--- src/rtl/pac_status_monitor_if.sv ---
// Event and status bundle between the gameplay logic / pac_control and the status monitor.
// Events are single-Clk pulses; status outputs are registered and hold until changed.
interface pac_status_monitor_if;
    logic       frame_tick;
    logic       ResetAll;
    logic [1:0] level;
    logic       Starting_screen;
    logic       dot_eaten;
    logic       power_eaten;
    logic       ghost_hit;
    logic       PAC_status;
    logic       dots_status;
    logic [7:0] dots_left;
    logic [1:0] lives;
    logic [15:0] score;
    logic       frightened;
    logic       dying;
    logic       respawn;
    logic [1:0] dbg_state;

    modport slave (
        input  frame_tick, ResetAll, level, Starting_screen, dot_eaten, power_eaten, ghost_hit,
        output PAC_status, dots_status, dots_left, lives, score, frightened, dying, respawn, dbg_state
    );

    modport master (
        output frame_tick, ResetAll, level, Starting_screen, dot_eaten, power_eaten, ghost_hit,
        input  PAC_status, dots_status, dots_left, lives, score, frightened, dying, respawn, dbg_state
    );
endinterface

--- src/rtl/pac_status_monitor.sv ---
// Game-state responder for pac_control: dots, lives, score, frightened window and death sequence.
// dbg_state exposes the FSM encoding: 0=LOAD 1=PLAY 2=DYING 3=DEAD.
module pac_status_monitor #(
    parameter int unsigned DOTS_L1       = 240,
    parameter int unsigned DOTS_L2       = 244,
    parameter int unsigned LIVES         = 3,
    parameter int unsigned DEATH_FRAMES  = 60,
    parameter int unsigned FRIGHT_FRAMES = 120
) (
    input logic                 Clk,
    input logic                 Reset,
    pac_status_monitor_if.slave bus
);

    typedef enum logic [1:0] {
        LOAD  = 2'd0,
        PLAY  = 2'd1,
        DYING = 2'd2,
        DEAD  = 2'd3
    } state_e;

    localparam logic [7:0]  DOTS_L1_C = 8'(DOTS_L1);
    localparam logic [7:0]  DOTS_L2_C = 8'(DOTS_L2);
    localparam logic [1:0]  LIVES_C   = 2'(LIVES);
    localparam logic [15:0] DEATH_C   = 16'(DEATH_FRAMES);
    localparam logic [15:0] FRIGHT_C  = 16'(FRIGHT_FRAMES);

    state_e      state_q, state_d;
    logic [7:0]  dots_left_q, dots_left_d;
    logic [1:0]  lives_q, lives_d;
    logic [15:0] score_q, score_d;
    logic [15:0] fright_cnt_q, fright_cnt_d;
    logic [15:0] death_cnt_q, death_cnt_d;
    logic        frightened_q, frightened_d;
    logic        dying_q, dying_d;
    logic        respawn_q, respawn_d;
    logic        pac_q, pac_d;
    logic        dots_status_q;

    logic        ev_ok, fatal_hit, dot_ev, pwr_ev, bonus_ev;
    logic [8:0]  score_add;
    logic [16:0] score_sum;
    logic [15:0] score_sat;

    // A non-frightened ghost hit swallows any dot/power event in the same cycle.
    always_comb begin
        ev_ok     = (state_q == PLAY) && !bus.Starting_screen;
        fatal_hit = ev_ok && bus.ghost_hit && !frightened_q;
        dot_ev    = ev_ok && !fatal_hit && (bus.dot_eaten || bus.power_eaten) && (dots_left_q != 8'd0);
        pwr_ev    = dot_ev && bus.power_eaten;
        bonus_ev  = ev_ok && bus.ghost_hit && frightened_q;
        score_add = 9'd0;
        if (dot_ev) begin
            score_add = pwr_ev ? 9'd50 : 9'd10;
        end
        if (bonus_ev) begin
            score_add = score_add + 9'd200;
        end
        score_sum = {1'b0, score_q} + 17'(score_add);
        score_sat = score_sum[16] ? 16'hFFFF : score_sum[15:0];
    end

    always_comb begin
        state_d      = state_q;
        dots_left_d  = dots_left_q;
        lives_d      = lives_q;
        score_d      = score_q;
        fright_cnt_d = fright_cnt_q;
        death_cnt_d  = death_cnt_q;
        frightened_d = frightened_q;
        dying_d      = dying_q;
        respawn_d    = 1'b0;
        pac_d        = pac_q;

        if (bus.ResetAll) begin
            dots_left_d  = (bus.level == 2'd2) ? DOTS_L2_C : DOTS_L1_C;
            frightened_d = 1'b0;
            dying_d      = 1'b0;
            fright_cnt_d = 16'd0;
            death_cnt_d  = 16'd0;
            pac_d        = 1'b0;
            state_d      = LOAD;
            if (state_q == DEAD) begin
                lives_d = LIVES_C;
                score_d = 16'd0;
            end
        end else begin
            case (state_q)
                LOAD: state_d = PLAY;
                PLAY: begin
                    if (bus.frame_tick && fright_cnt_q != 16'd0) begin
                        fright_cnt_d = fright_cnt_q - 16'd1;
                    end
                    if (frightened_q && fright_cnt_q == 16'd0) begin
                        frightened_d = 1'b0;
                    end
                    if (fatal_hit) begin
                        state_d      = DYING;
                        dying_d      = 1'b1;
                        frightened_d = 1'b0;
                        fright_cnt_d = 16'd0;
                        death_cnt_d  = DEATH_C;
                    end else begin
                        score_d = score_sat;
                        if (dot_ev) begin
                            dots_left_d = dots_left_q - 8'd1;
                        end
                        if (pwr_ev) begin
                            frightened_d = 1'b1;
                            fright_cnt_d = FRIGHT_C;
                        end
                    end
                end
                DYING: begin
                    if (bus.frame_tick) begin
                        if (death_cnt_q <= 16'd1) begin
                            death_cnt_d = 16'd0;
                            dying_d     = 1'b0;
                            if (lives_q > 2'd1) begin
                                lives_d   = lives_q - 2'd1;
                                respawn_d = 1'b1;
                                state_d   = PLAY;
                            end else begin
                                lives_d = 2'd0;
                                pac_d   = 1'b1;
                                state_d = DEAD;
                            end
                        end else begin
                            death_cnt_d = death_cnt_q - 16'd1;
                        end
                    end
                end
                DEAD: state_d = DEAD;
                default: state_d = LOAD;
            endcase
        end
    end

    always_ff @(posedge Clk) begin
        if (Reset) begin
            state_q       <= LOAD;
            dots_left_q   <= DOTS_L1_C;
            lives_q       <= LIVES_C;
            score_q       <= 16'd0;
            fright_cnt_q  <= 16'd0;
            death_cnt_q   <= 16'd0;
            frightened_q  <= 1'b0;
            dying_q       <= 1'b0;
            respawn_q     <= 1'b0;
            pac_q         <= 1'b0;
            dots_status_q <= 1'b1;
        end else begin
            state_q       <= state_d;
            dots_left_q   <= dots_left_d;
            lives_q       <= lives_d;
            score_q       <= score_d;
            fright_cnt_q  <= fright_cnt_d;
            death_cnt_q   <= death_cnt_d;
            frightened_q  <= frightened_d;
            dying_q       <= dying_d;
            respawn_q     <= respawn_d;
            pac_q         <= pac_d;
            dots_status_q <= (dots_left_d != 8'd0);
        end
    end

    assign bus.PAC_status  = pac_q;
    assign bus.dots_status = dots_status_q;
    assign bus.dots_left   = dots_left_q;
    assign bus.lives       = lives_q;
    assign bus.score       = score_q;
    assign bus.frightened  = frightened_q;
    assign bus.dying       = dying_q;
    assign bus.respawn     = respawn_q;
    assign bus.dbg_state   = state_q;

endmodule

--- src/flat_wrapper.sv ---
// flat-port wrapper written by rule: the top's interface ports become plain ports
module pac_status_monitor_flat 
#(
    parameter int unsigned DOTS_L1       = 240,
    parameter int unsigned DOTS_L2       = 244,
    parameter int unsigned LIVES         = 3,
    parameter int unsigned DEATH_FRAMES  = 60,
    parameter int unsigned FRIGHT_FRAMES = 120
)
  (Clk, Reset, bus_frame_tick, bus_ResetAll, bus_level, bus_Starting_screen, bus_dot_eaten, bus_power_eaten, bus_ghost_hit, bus_PAC_status, bus_dots_status, bus_dots_left, bus_lives, bus_score, bus_frightened, bus_dying, bus_respawn, bus_dbg_state);
  pac_status_monitor_if bus_i ();
  input logic Clk;
  input logic Reset;
  input wire logic [$bits(bus_i.frame_tick)-1:0] bus_frame_tick;
  input wire logic [$bits(bus_i.ResetAll)-1:0] bus_ResetAll;
  input wire logic [$bits(bus_i.level)-1:0] bus_level;
  input wire logic [$bits(bus_i.Starting_screen)-1:0] bus_Starting_screen;
  input wire logic [$bits(bus_i.dot_eaten)-1:0] bus_dot_eaten;
  input wire logic [$bits(bus_i.power_eaten)-1:0] bus_power_eaten;
  input wire logic [$bits(bus_i.ghost_hit)-1:0] bus_ghost_hit;
  output wire logic [$bits(bus_i.PAC_status)-1:0] bus_PAC_status;
  output wire logic [$bits(bus_i.dots_status)-1:0] bus_dots_status;
  output wire logic [$bits(bus_i.dots_left)-1:0] bus_dots_left;
  output wire logic [$bits(bus_i.lives)-1:0] bus_lives;
  output wire logic [$bits(bus_i.score)-1:0] bus_score;
  output wire logic [$bits(bus_i.frightened)-1:0] bus_frightened;
  output wire logic [$bits(bus_i.dying)-1:0] bus_dying;
  output wire logic [$bits(bus_i.respawn)-1:0] bus_respawn;
  output wire logic [$bits(bus_i.dbg_state)-1:0] bus_dbg_state;
  assign bus_i.frame_tick = bus_frame_tick;
  assign bus_i.ResetAll = bus_ResetAll;
  assign bus_i.level = bus_level;
  assign bus_i.Starting_screen = bus_Starting_screen;
  assign bus_i.dot_eaten = bus_dot_eaten;
  assign bus_i.power_eaten = bus_power_eaten;
  assign bus_i.ghost_hit = bus_ghost_hit;
  assign bus_PAC_status = bus_i.PAC_status;
  assign bus_dots_status = bus_i.dots_status;
  assign bus_dots_left = bus_i.dots_left;
  assign bus_lives = bus_i.lives;
  assign bus_score = bus_i.score;
  assign bus_frightened = bus_i.frightened;
  assign bus_dying = bus_i.dying;
  assign bus_respawn = bus_i.respawn;
  assign bus_dbg_state = bus_i.dbg_state;
  pac_status_monitor #(.DOTS_L1(DOTS_L1), .DOTS_L2(DOTS_L2), .LIVES(LIVES), .DEATH_FRAMES(DEATH_FRAMES), .FRIGHT_FRAMES(FRIGHT_FRAMES)) u_core (.Clk(Clk), .Reset(Reset), .bus(bus_i));
endmodule
--- config.mk ---
export PLATFORM = sky130hd
export DESIGN_NAME = pac_status_monitor_flat
export DESIGN_NICKNAME = d
export VERILOG_FILES = /design/src/rtl/pac_status_monitor_if.sv /design/src/rtl/pac_status_monitor.sv /design/src/flat_wrapper.sv
export SDC_FILE = /design/constraint.sdc
export NUM_CORES = 1
export LEC_CHECK = 0
export ABC_AREA = 1
export CORE_MARGIN = 8
export CORE_UTILIZATION = 58
export DETAILED_ROUTE_END_ITERATION = 6
export PLACE_DENSITY = 0.9
export SYNTH_ARGS = -nofsm -noshare
export SYNTH_HDL_FRONTEND = slang
export SYNTH_SLANG_ARGS = --single-unit
--- constraint.sdc ---
create_clock -name Clk -period 8.28 [get_ports Clk]
set_clock_uncertainty 0.15 [all_clocks]
set_input_delay 1.656 -clock Clk [delete_from_list [all_inputs] [get_ports Clk]]
set_output_delay 1.656 -clock Clk [all_outputs]
set_load 0.02 [all_outputs]
# Word level (Yosys, flattened, before mapping)
# Cells that the tools add are included.
# W data, S select, Z words.
dict set report totals {
  ramBits 0
  memories 0
  register_bits 65
  out_inout_bits 33
  input_bits 10
  wordCells 107
  latch_bits 0
  mem_bits_ro 0
}
dict set report classes {
  eq_ne 9
  n_reduce_logical 36
  shifts 0
  add_sub_neg 6
  order_cmp 2
  n_mux 39
  multipliers 0
  n_div 0
  bitwise_logic 4
}
# cell count
set op_table {}
lappend op_table {{$mux W16} 11}
lappend op_table {{$mux W8} 4}
lappend op_table {{$pmux W16 S2} 1}
lappend op_table {{$sub A16 B1 Y16 const B} 2}
lappend op_table {{$mux W2} 10}
lappend op_table {{$mux W9} 2}
lappend op_table {{$add A16 B9 Y17} 1}
lappend op_table {{$le A16 B1 Y1 const B} 1}
lappend op_table {{$logic_not A16 Y1} 1}
lappend op_table {{$reduce_bool A16 Y1} 1}
lappend op_table {{$reduce_bool A8 Y1} 2}
lappend op_table {{$reduce_and A4 Y1} 3}
lappend op_table {{$logic_and A1 B1 Y1} 10}
lappend op_table {{$reduce_bool A2 Y1} 5}
lappend op_table {{$add A9 B8 Y9 const B} 1}
lappend op_table {{$reduce_and A3 Y1} 3}
lappend op_table {{$pmux W2 S4} 1}
lappend op_table {{$sub A8 B1 Y8 const B} 1}
lappend op_table {{$mux W1} 7}
lappend op_table {{$eq A2 B2 Y1 const B} 3}
lappend op_table {{$mux W6} 1}
lappend op_table {{$ne A2 B1 Y1 const B} 3}
lappend op_table {{$reduce_bool A3 Y1} 2}
lappend op_table {{$reduce_or A5 Y1} 1}
lappend op_table {{12 further kinds} 19}

# Depth between registers and ports, before layout
# Gate-level depths: netlist (run 1).
dict set report logic_depth {
  ltp_word 18
  depth_mapped 20
  ltp_nobuf 20
}

# Least setup slack after synthesis (run 1)
# OpenSTA, ideal clock, no wires.
dict set report synth_path {
  path_type {input -> register}
  startpoint {input port bus_Starting_screen}
  endpoint {register u_core.score_q[1], in the netlist u_core.bus.score[1]}
  t_required_ps 7998
  stages 15
  arrival_time_ps 3543
  n_path_buf 0
  setup_time_ps 132
  path_slack_ps 4455
  path_cell_list {inv_1 -> nand2_1 -> nor2_1 -> nand3_2 -> nor2_1 -> xor2_1 -> ha_1 -> nand2_1 -> o21bai_1 -> nand3_1 -> nand3_1 -> nand2_1 -> inv_1 -> o21ai_0 -> a21oi_1}
}
dict set report synth_via {
  elab_chain_len 18
  elab_cells_between_ends 21
  cone_classes {add/sub: 2; eq/ne: 1; mux: 7; reduce/logical: 11}
}
# item line_no
set synth_lines {}
lappend synth_lines {{from (decl)} flat_wrapper.sv:17} ;# input wire logic [$bits(bus_i.Starting_screen)-1:0] bus_Starting_screen;
lappend synth_lines {{$logic_not A1 Y1 (*)} pac_status_monitor.sv:47} ;# ev_ok = (state_q == PLAY) && !bus.Starting_screen;
lappend synth_lines {{$logic_and A1 B1 Y1 (*)} pac_status_monitor.sv:47}
lappend synth_lines {{$logic_and A1 B1 Y1} {pac_status_monitor.sv:48, pac_status_monitor.sv:51}}
lappend synth_lines {{$logic_and A1 B1 Y1} pac_status_monitor.sv:48} ;# fatal_hit = ev_ok && bus.ghost_hit && !frightened_q;
lappend synth_lines {{$logic_not A1 Y1} pac_status_monitor.sv:49} ;# dot_ev = ev_ok && !fatal_hit && (bus.dot_eaten || bus.power_eaten) && (dots_left_q != 8'd0);
lappend synth_lines {{$logic_and A1 B1 Y1 (3 in series)} pac_status_monitor.sv:49}
lappend synth_lines {{$logic_and A1 B1 Y1} pac_status_monitor.sv:50} ;# pwr_ev = dot_ev && bus.power_eaten;
lappend synth_lines {{$mux W6} pac_status_monitor.sv:54} ;# score_add = pwr_ev ? 9'd50 : 9'd10;
lappend synth_lines {{$mux W9} pac_status_monitor.sv:53} ;# if (dot_ev) begin
lappend synth_lines {{$add A9 B8 Y9} pac_status_monitor.sv:57} ;# score_add = score_add + 9'd200;
lappend synth_lines {{$mux W9} pac_status_monitor.sv:56} ;# if (bonus_ev) begin
lappend synth_lines {{$add A16 B9 Y17} pac_status_monitor.sv:59} ;# score_sum = {1'b0, score_q} + 17'(score_add);
lappend synth_lines {{$mux W16} pac_status_monitor.sv:60} ;# score_sat = score_sum[16] ? 16'hFFFF : score_sum[15:0];
lappend synth_lines {{$mux W16} pac_status_monitor.sv:97} ;# if (fatal_hit) begin
lappend synth_lines {{$mux W16} pac_status_monitor.sv:88} ;# case (state_q)
lappend synth_lines {{$mux W16} pac_status_monitor.sv:75} ;# if (bus.ResetAll) begin
lappend synth_lines {{to (signal assigned)} pac_status_monitor.sv:156} ;# score_q <= score_d;
lappend synth_lines {{to (decl)} pac_status_monitor.sv:31} ;# logic [15:0] score_q, score_d;
# Mark *: on every way between the ends. The rest lies on a longest branch, timed or not. The select of a mux whose other input is x is not followed.
# A chain may end at the register's enable or synchronous reset.

# Worst setup path in the final report (run 1)
dict set report layout_path {
  startpoint {input port bus_power_eaten}
  endpoint {register u_core.score_q[1], in the netlist u_core.bus.score[1]}
}
dict set report layout_via {
  elab_chain_len 13
}
# item line_no
set layout_lines {}
lappend layout_lines {{from (decl)} flat_wrapper.sv:19} ;# input wire logic [$bits(bus_i.power_eaten)-1:0] bus_power_eaten;
lappend layout_lines {{$logic_or A1 B1 Y1} pac_status_monitor.sv:49}
lappend layout_lines {{$logic_and A1 B1 Y1 (2 in series)} pac_status_monitor.sv:49}
lappend layout_lines {{$logic_and A1 B1 Y1} pac_status_monitor.sv:50}
lappend layout_lines {{$mux W6} pac_status_monitor.sv:54}
lappend layout_lines {{$mux W9 (*)} pac_status_monitor.sv:53}
lappend layout_lines {{$add A9 B8 Y9} pac_status_monitor.sv:57}
lappend layout_lines {{$mux W9 (*)} pac_status_monitor.sv:56}
lappend layout_lines {{$add A16 B9 Y17 (*)} pac_status_monitor.sv:59}
lappend layout_lines {{$mux W16 (*)} pac_status_monitor.sv:60}
lappend layout_lines {{$mux W16 (*)} pac_status_monitor.sv:97}
lappend layout_lines {{$mux W16 (*)} pac_status_monitor.sv:88}
lappend layout_lines {{$mux W16 (*)} pac_status_monitor.sv:75}
# Marked as above.

==> results of run 1 <==
power breakdown:
| part | internal [µW] | switching, µW |
|---|---|---|
| Combinational | 30.1 | 57.4 |
| Sequential | 317 | 4.91 |
| Clock | 144 | 120 |
| Total | 491 | 182 |
cell families after synthesis:
group           Yosys count
xor+xnor                 25
buf+inv                  87
flops                    65
other cells               1
simple gates            378
compound gates           64
fa+ha+maj                13
cell type report:
cell class / instances / area, µm² / area share, %
Sequential cell: 65 / 1300 / 27.5
Multi-Input combinational cell: 481 / 2400 / 50.8
Tap cell: 96 / 120 / 2.54
Clock inverter: 3 / 42.5 / 0.899
Timing Repair Buffer: 43 / 428 / 9.05
Clock buffer: 11 / 141 / 2.99
Inverter: 77 / 292 / 6.16
stage by stage:
stage               instances  area [µm²]  total power (µW)
finish                    776        4730               673
global route              776        4730               701
CTS                       776        4730               674
detailed placement        762        4550               415
global placement          762        4550               412
floorplan                 633        4060               392
path summary, 6_finish.rpt:
path,slack [ns],depth (start not counted),endpoint
max reg2reg,4.83,15,u_core.bus.score[1]$_SDFFE_PP0P_
max,3.66,17,u_core.bus.score[1]$_SDFFE_PP0P_
min,0.32,2,u_core.bus.dying$_SDFFE_PP0P_
min reg2reg,0.32,2,u_core.bus.dying$_SDFFE_PP0P_
state kept, by name, summed over array words and instances, names as in the netlist:
signal and count:
u_core.bus.lives 2, u_core.bus.dying 1, u_core.death_cnt_q 16, u_core.bus.dots_left 8, u_core.bus.frightened 1, u_core.bus.dots_status 1, u_core.bus.dbg_state 2, u_core.bus.respawn 1
u_core.bus.score 16, u_core.bus.PAC_status 1, u_core.fright_cnt_q 16
placed cells by master, fill, tap and decap left out, drive strengths merged, types with 2 or more instances in the layout:
| cell | n |
|---|---|
| a21oi | 40 |
| clkbuf | 11 |
| clkdlybuf4s50 | 42 |
| clkinv | 2 |
| dfxtp | 65 |
| ha | 13 |
| inv | 76 |
| nand2 | 190 |
| nand3 | 59 |
| nand3b | 6 |
| nand4 | 9 |
| nor2 | 97 |
| nor3 | 7 |
| o21ai | 17 |
| or2 | 7 |
| xnor2 | 7 |
| xor2 | 18 |
worst reg2reg max path, delay by kind of cell (launching register included):
kind                       cells  cell delay [ns]
and+or+nand+nor                8             1.47
AOI/OAI and AO/OA              3             0.56
DFF                            1             0.47
adders and majority gates      1             0.33
buffers and inverters          2             0.22
xor gates and xnor gates       1             0.15
metal layers:
| layer | wire length [µm] | track usage, % | vias to the layer above |
|---|---|---|---|
| li1 | - | - | 2092 |
| met2 | 4890 | 35.8 | 143 |
| met3 | 674 | 4.26 | 22 |
| met5 | 0 | 0 | - |
| met1 | 4530 | 25.1 | 1894 |
| met4 | 226 | 8.96 | 0 |
==> results.yml, run 1 <==
synthesis:
  asyncSetResetFlopFracSynth_pct: 0
  synth_top_cells_by_count: "sky130_fd_sc_hd__nand2_1 (186), sky130_fd_sc_hd__nor2_1 (91), sky130_fd_sc_hd__inv_1 (69)"
  synth.avg_cell_area_um2: 6.41
  mappedNetlistNets: 656
  post_synth_inst_count: 633
  synth_area_leader_cell: "sky130_fd_sc_hd__dfxtp_1"
  synthesized_area_fraction_occupied_by_and_or_nand_nor_cells_pct: 40.7
  synth_top_family_by_area: "simple AND/OR/NAND/NOR gates"
  yosysWarningCount: 0
  synth-compound-area-share_pct: 9.03
  postSynthRegisterBits: 65
  post_synth_num_cell_types: 42
  ys_top_cells_by_area: "sky130_fd_sc_hd__dfxtp_1 (32%), sky130_fd_sc_hd__nand2_1 (17%), sky130_fd_sc_hd__nor2_1 (8.4%)"
  synthMostInstantiatedCell: "sky130_fd_sc_hd__nand2_1"
  synth.area.mux_share_pct: 0
  ys.flop_type: "sky130_fd_sc_hd__dfxtp_1"
  netlist_area_pre_place_mm2: 0.00406
  synthAdderAreaFrac_pct: 4.01
  yosysSeqAreaShare_pct: 32.1
  number_of_synthesized_flops_with_an_enable_pin: 0
  netlist.area_leader.share_pct: 32.1
  synth_xor_xnor_area_share_pct: 5.40
sta:
  timing_hold_violations_final: 0
  rsz0062_at_grt: "false"
  timing_worst_slew_pin_value_ns: 0.694
  totalNegativeSetupSlack_ns: 0
  worst_hold_margin_ns: 0.324
  finalWorstSetupSlack_ns: 3.66
  maxSlewHeadroom_pct: 53.7
  report.final.setup_viol: 0
  max_freq_mhz: 217
  finalMaxSlewViolations: 0
  post-route-min-period_ns: 4.62
  layout_worst_path_cycle_share_pct: 55.7
cts:
  post_cts_buffers: 0
  tritoncts: "yes"
  clock_transition_at_the_registers_of_the_reported_paths_ns: 0.06
  clock-sinks: 65
  cts.repair.resized: 0
  cts_htree_levels: 3
  ctsHoldBuffers: 0
  numCtsBuffers: 9
  clockRootBuffer: "sky130_fd_sc_hd__clkbuf_8"
  clk_path_buf_depth: 2
  clk-insertion-delay-late_ns: 0.35
detailed_routing:
  drt-vias-per-instance: 5.35
  drt.antenna.violating_nets: 0
  via_count: 4151
  postRouteWirelength_um: 10300
  post_drt_wl_per_cell_um: 13.3
  remaining_drc_errors: 0
  drtPass1Iterations: 5
  first_iter_violations: 250
critical_path:
  worstSetupEndpointType: "register"
  slowest_stage: "sky130_fd_sc_hd__clkdlybuf4s50_1"
  critical_path.top_delay_family: "simple AND/OR/NAND/NOR gates"
  start_kind: "input port"
  critical_path_class: "input port to register"
  required_ns: 8.32
  crit_path_max_fanout: 8
  path_buf_inv: 4
  timing.rr.start: "u_core.bus.dbg_state[0]$_SDFFE_PP0P_"
  critical_path.cell_chain: "clkdlybuf4s50_1, inv_1, nand2_1, inv_1, nor2_1, nand3_2, nor2_1, xor2_1, ha_1, nand2_1, o21bai_1, nand3_1, nand3_1, nand2_1, inv_1, o21ai_0, a21oi_1"
  max_stage_delay_ns: 0.61
  crit_start: "bus_power_eaten"
  worst-endpoint-arrival_ns: 4.65
grt:
  globalRouteTotalUtil_pct: 21.1
  number_of_antenna_violations_at_the_first_check_in_global_routing: 0
  grt_pass1_wl_um: 17400
  number_of_global_route_vias_before_repair: 3927
  grt_start_max_net_pins: 22
  globalRoute.totalOverflow: 0
layout:
  nFillCells: 575
  nets: 700
  area_delta_synth_final_pct: 16.6
  diode_count: 0
  share_of_the_core_filled_with_cells_pct: 69.6
  drive_gt1_share_pct: 6.47
min_path:
  hold_path_class: "register to register"
  hp-start: "u_core.bus.dying$_SDFFE_PP0P_"
floorplanning:
  area_of_the_core_mm2: 0.00679
  vertical_die_dimension_um: 99.6
  die_area_mm2: 0.00993
  io-pin-count: 43
  row_count: 30
  effective_utilization_at_floorplan_pct: 59.7
  die_x_um: 99.6
placed_design:
  gpl.final_weighted_congestion: 0.944
  dp_slack_ns: 3.48
  dp.final_hpwl_um: 7600
  port_buffers: 42
pwr:
  cellPowerDensity_mw_per_mm2: 142
  cellLeakagePower_uw: 0.00226
  maximum_ir_drop_on_the_vdd_rail_mv: 0.0967
job:
  timing.max_cap.violations: 0
outcome:
  status: "completed"
(Power assumes the default switching activity.)
==> run 2: changes to the inputs <==
--- a/config.mk
+++ b/config.mk
@@ -7,9 +7,9 @@
 export LEC_CHECK = 0
 export ABC_AREA = 1
 export CORE_MARGIN = 8
-export CORE_UTILIZATION = 58
+export CORE_UTILIZATION = 57
 export DETAILED_ROUTE_END_ITERATION = 6
-export PLACE_DENSITY = 0.9
+export PLACE_DENSITY = 0.89
 export SYNTH_ARGS = -nofsm -noshare
 export SYNTH_HDL_FRONTEND = slang
 export SYNTH_SLANG_ARGS = --single-unit
==> constraint.sdc (replaced) <==
create_clock -name Clk -period 4.5 [get_ports Clk]
set_clock_uncertainty 0.15 [all_clocks]
set_input_delay 0.9 -clock Clk [delete_from_list [all_inputs] [get_ports Clk]]
set_output_delay 0.9 -clock Clk [all_outputs]
set_load 0.02 [all_outputs]
==> run 2 against run 1 <==
Against the previous run: combinational power rose by 84%; register-to-register slack got worse by 3.6 ns; die area rose by 1.5%; design area rose by 0.56%; global-route usage fell by 0.17 points; utilization barely moved; non-clock buffer count did not move; critical path type unchanged.
==> results.yml, run 2 (synthesis gave the netlist of run 1 again) <==
cts:
  clock_transition_at_the_registers_of_the_reported_paths_ns: 0.07
  cts.repair.resized: 0
  numCtsBuffers: 9
  cts_htree_levels: 3
  clk-insertion-delay-late_ns: 0.34
  clockRootBuffer: "sky130_fd_sc_hd__clkbuf_8"
  ctsHoldBuffers: 0
  clock-sinks: 65
  clk_path_buf_depth: 2
  tritoncts: "yes"
  post_cts_buffers: 0
floorplanning:
  vertical_die_dimension_um: 100
  area_of_the_core_mm2: 0.00683
  die_x_um: 100
  io-pin-count: 43
  effective_utilization_at_floorplan_pct: 59.4
  row_count: 30
  die_area_mm2: 0.0101
detailed_routing:
  post_drt_wl_per_cell_um: 13.1
  via_count: 4223
  postRouteWirelength_um: 10200
  first_iter_violations: 275
  drt-vias-per-instance: 5.43
  drt.antenna.violating_nets: 0
  drtPass1Iterations: 5
  remaining_drc_errors: 0
critical_path:
  required_ns: 4.55
  worst-endpoint-arrival_ns: 3.76
  critical_path_class: "input port to register"
  start_kind: "input port"
  worstSetupEndpointType: "register"
  crit_path_max_fanout: 8
layout:
  regArea_mm2: 0.00130
  area_delta_synth_final_pct: 17.2
  share_of_the_core_filled_with_cells_pct: 69.6
  final_area_mm2: 0.00476
  multi_input_comb_area_mm2: 0.00240
  nFillCells: 621
  layout_commonest_cell: "sky130_fd_sc_hd__nand2_1"
  nets: 700
  diode_count: 0
  drive_gt1_share_pct: 6.74
  final_cell_mix: "sky130_fd_sc_hd__nand2_1 (186), sky130_fd_sc_hd__nor2_1 (91), sky130_fd_sc_hd__inv_1 (69)"
job:
  timing.max_cap.violations: 0
pwr:
  p_total_uw: 1300
  maximum_ir_drop_on_the_vdd_rail_mv: 0.171
  cellPowerDensity_mw_per_mm2: 273
  cellLeakagePower_uw: 0.00227
grt:
  number_of_antenna_violations_at_the_first_check_in_global_routing: 0
  globalRoute.totalOverflow: 0
  globalRouteTotalUtil_pct: 20.9
  number_of_global_route_vias_before_repair: 3990
  grt_start_max_net_pins: 22
  grt_pass1_wl_um: 17400
sta:
  rsz0062_at_grt: "false"
  report.final.setup_viol: 0
  finalMaxSlewViolations: 0
  layout_worst_path_cycle_share_pct: 82.5
  post-route-min-period_ns: 3.71
  timing_hold_violations_final: 0
  timing_worst_slew_pin_value_ns: 0.701
  max_freq_mhz: 269
  maxSlewHeadroom_pct: 53.2
  totalNegativeSetupSlack_ns: 0
placed_design:
  port_buffers: 42
  gpl.final_weighted_congestion: 0.964
  dp.final_hpwl_um: 7710
  dpl_cell_area_mm2: 0.00455
min_path:
  hold_path_class: "register to register"
outcome:
  status: "completed"
-- run 2: where the power goes --
part           leakage, µW  internal, µW  switching (µW)
Sequential        0.000525           583            8.96
Clock             0.000106           309             234
Combinational      0.00164          55.5             106
Total              0.00227           948             349
-- run 2: worst paths after layout --
kind	startpoint	endpoint	slack, ns	cells past startpoint
setup / recovery	bus_power_eaten	u_core.bus.score[1]$_SDFFE_PP0P_	0.79	18
hold / removal	u_core.bus.PAC_status$_SDFFE_PP0P_	u_core.bus.PAC_status$_SDFFE_PP0P_	0.32	2
setup reg to reg	u_core.bus.dbg_state[0]$_SDFFE_PP0P_	u_core.bus.score[1]$_SDFFE_PP0P_	1.23	17
hold reg to reg	u_core.bus.PAC_status$_SDFFE_PP0P_	u_core.bus.PAC_status$_SDFFE_PP0P_	0.32	2
-- run 2: layer usage --
metal	vias up	routed length, µm	GRT usage (%)
met2	153	4910	36.5
met1	1950	4420	24.0
met3	25	665	4.15
met5	-	0	0
li1	2095	-	-
met4	0	230	9.42
-- run 2: worst max-delay path: stages --
cell and delay, ns:
sky130_fd_sc_hd__clkdlybuf4s50_1 0.60, sky130_fd_sc_hd__inv_1 0.10, sky130_fd_sc_hd__nand2_1 0.12, sky130_fd_sc_hd__nand3_2 0.11
sky130_fd_sc_hd__nor2_4 0.21, sky130_fd_sc_hd__nand3_1 0.29, sky130_fd_sc_hd__inv_1 0.14, sky130_fd_sc_hd__ha_1 0.28
sky130_fd_sc_hd__nand2_1 0.08, sky130_fd_sc_hd__nand2_1 0.06, sky130_fd_sc_hd__nand2_1 0.05, sky130_fd_sc_hd__nand2_1 0.04
sky130_fd_sc_hd__nand2_1 0.07, sky130_fd_sc_hd__nand3_1 0.12, sky130_fd_sc_hd__nand2_1 0.24, sky130_fd_sc_hd__inv_1 0.11
sky130_fd_sc_hd__o21ai_0 0.16, sky130_fd_sc_hd__a21oi_1 0.08
-- run 2: area by class of cell --
class	instances	share of cell area [%]
Inverter	77	6.13
Multi-Input combinational cell	481	50.6
Timing Repair Buffer	43	9.00
Clock inverter	6	1.74
Sequential cell	65	27.4
Tap cell	96	2.53
Clock buffer	10	2.68
-- run 2: per-stage QoR --
| stage | setup slack, ns | hold slack [ns] | instances |
|---|---|---|---|
| 2_1_floorplan | 1.43 | 0.305 | 633 |
| 3_3_place_gp | 0.683 | 0.314 | 762 |
| 3_5_place_dp | 0.514 | 0.317 | 762 |
| 4_1_cts | 0.826 | 0.333 | 778 |
| 5_1_grt | 0.515 | 0.359 | 778 |
| 6_report | 0.789 | 0.325 | 778 |
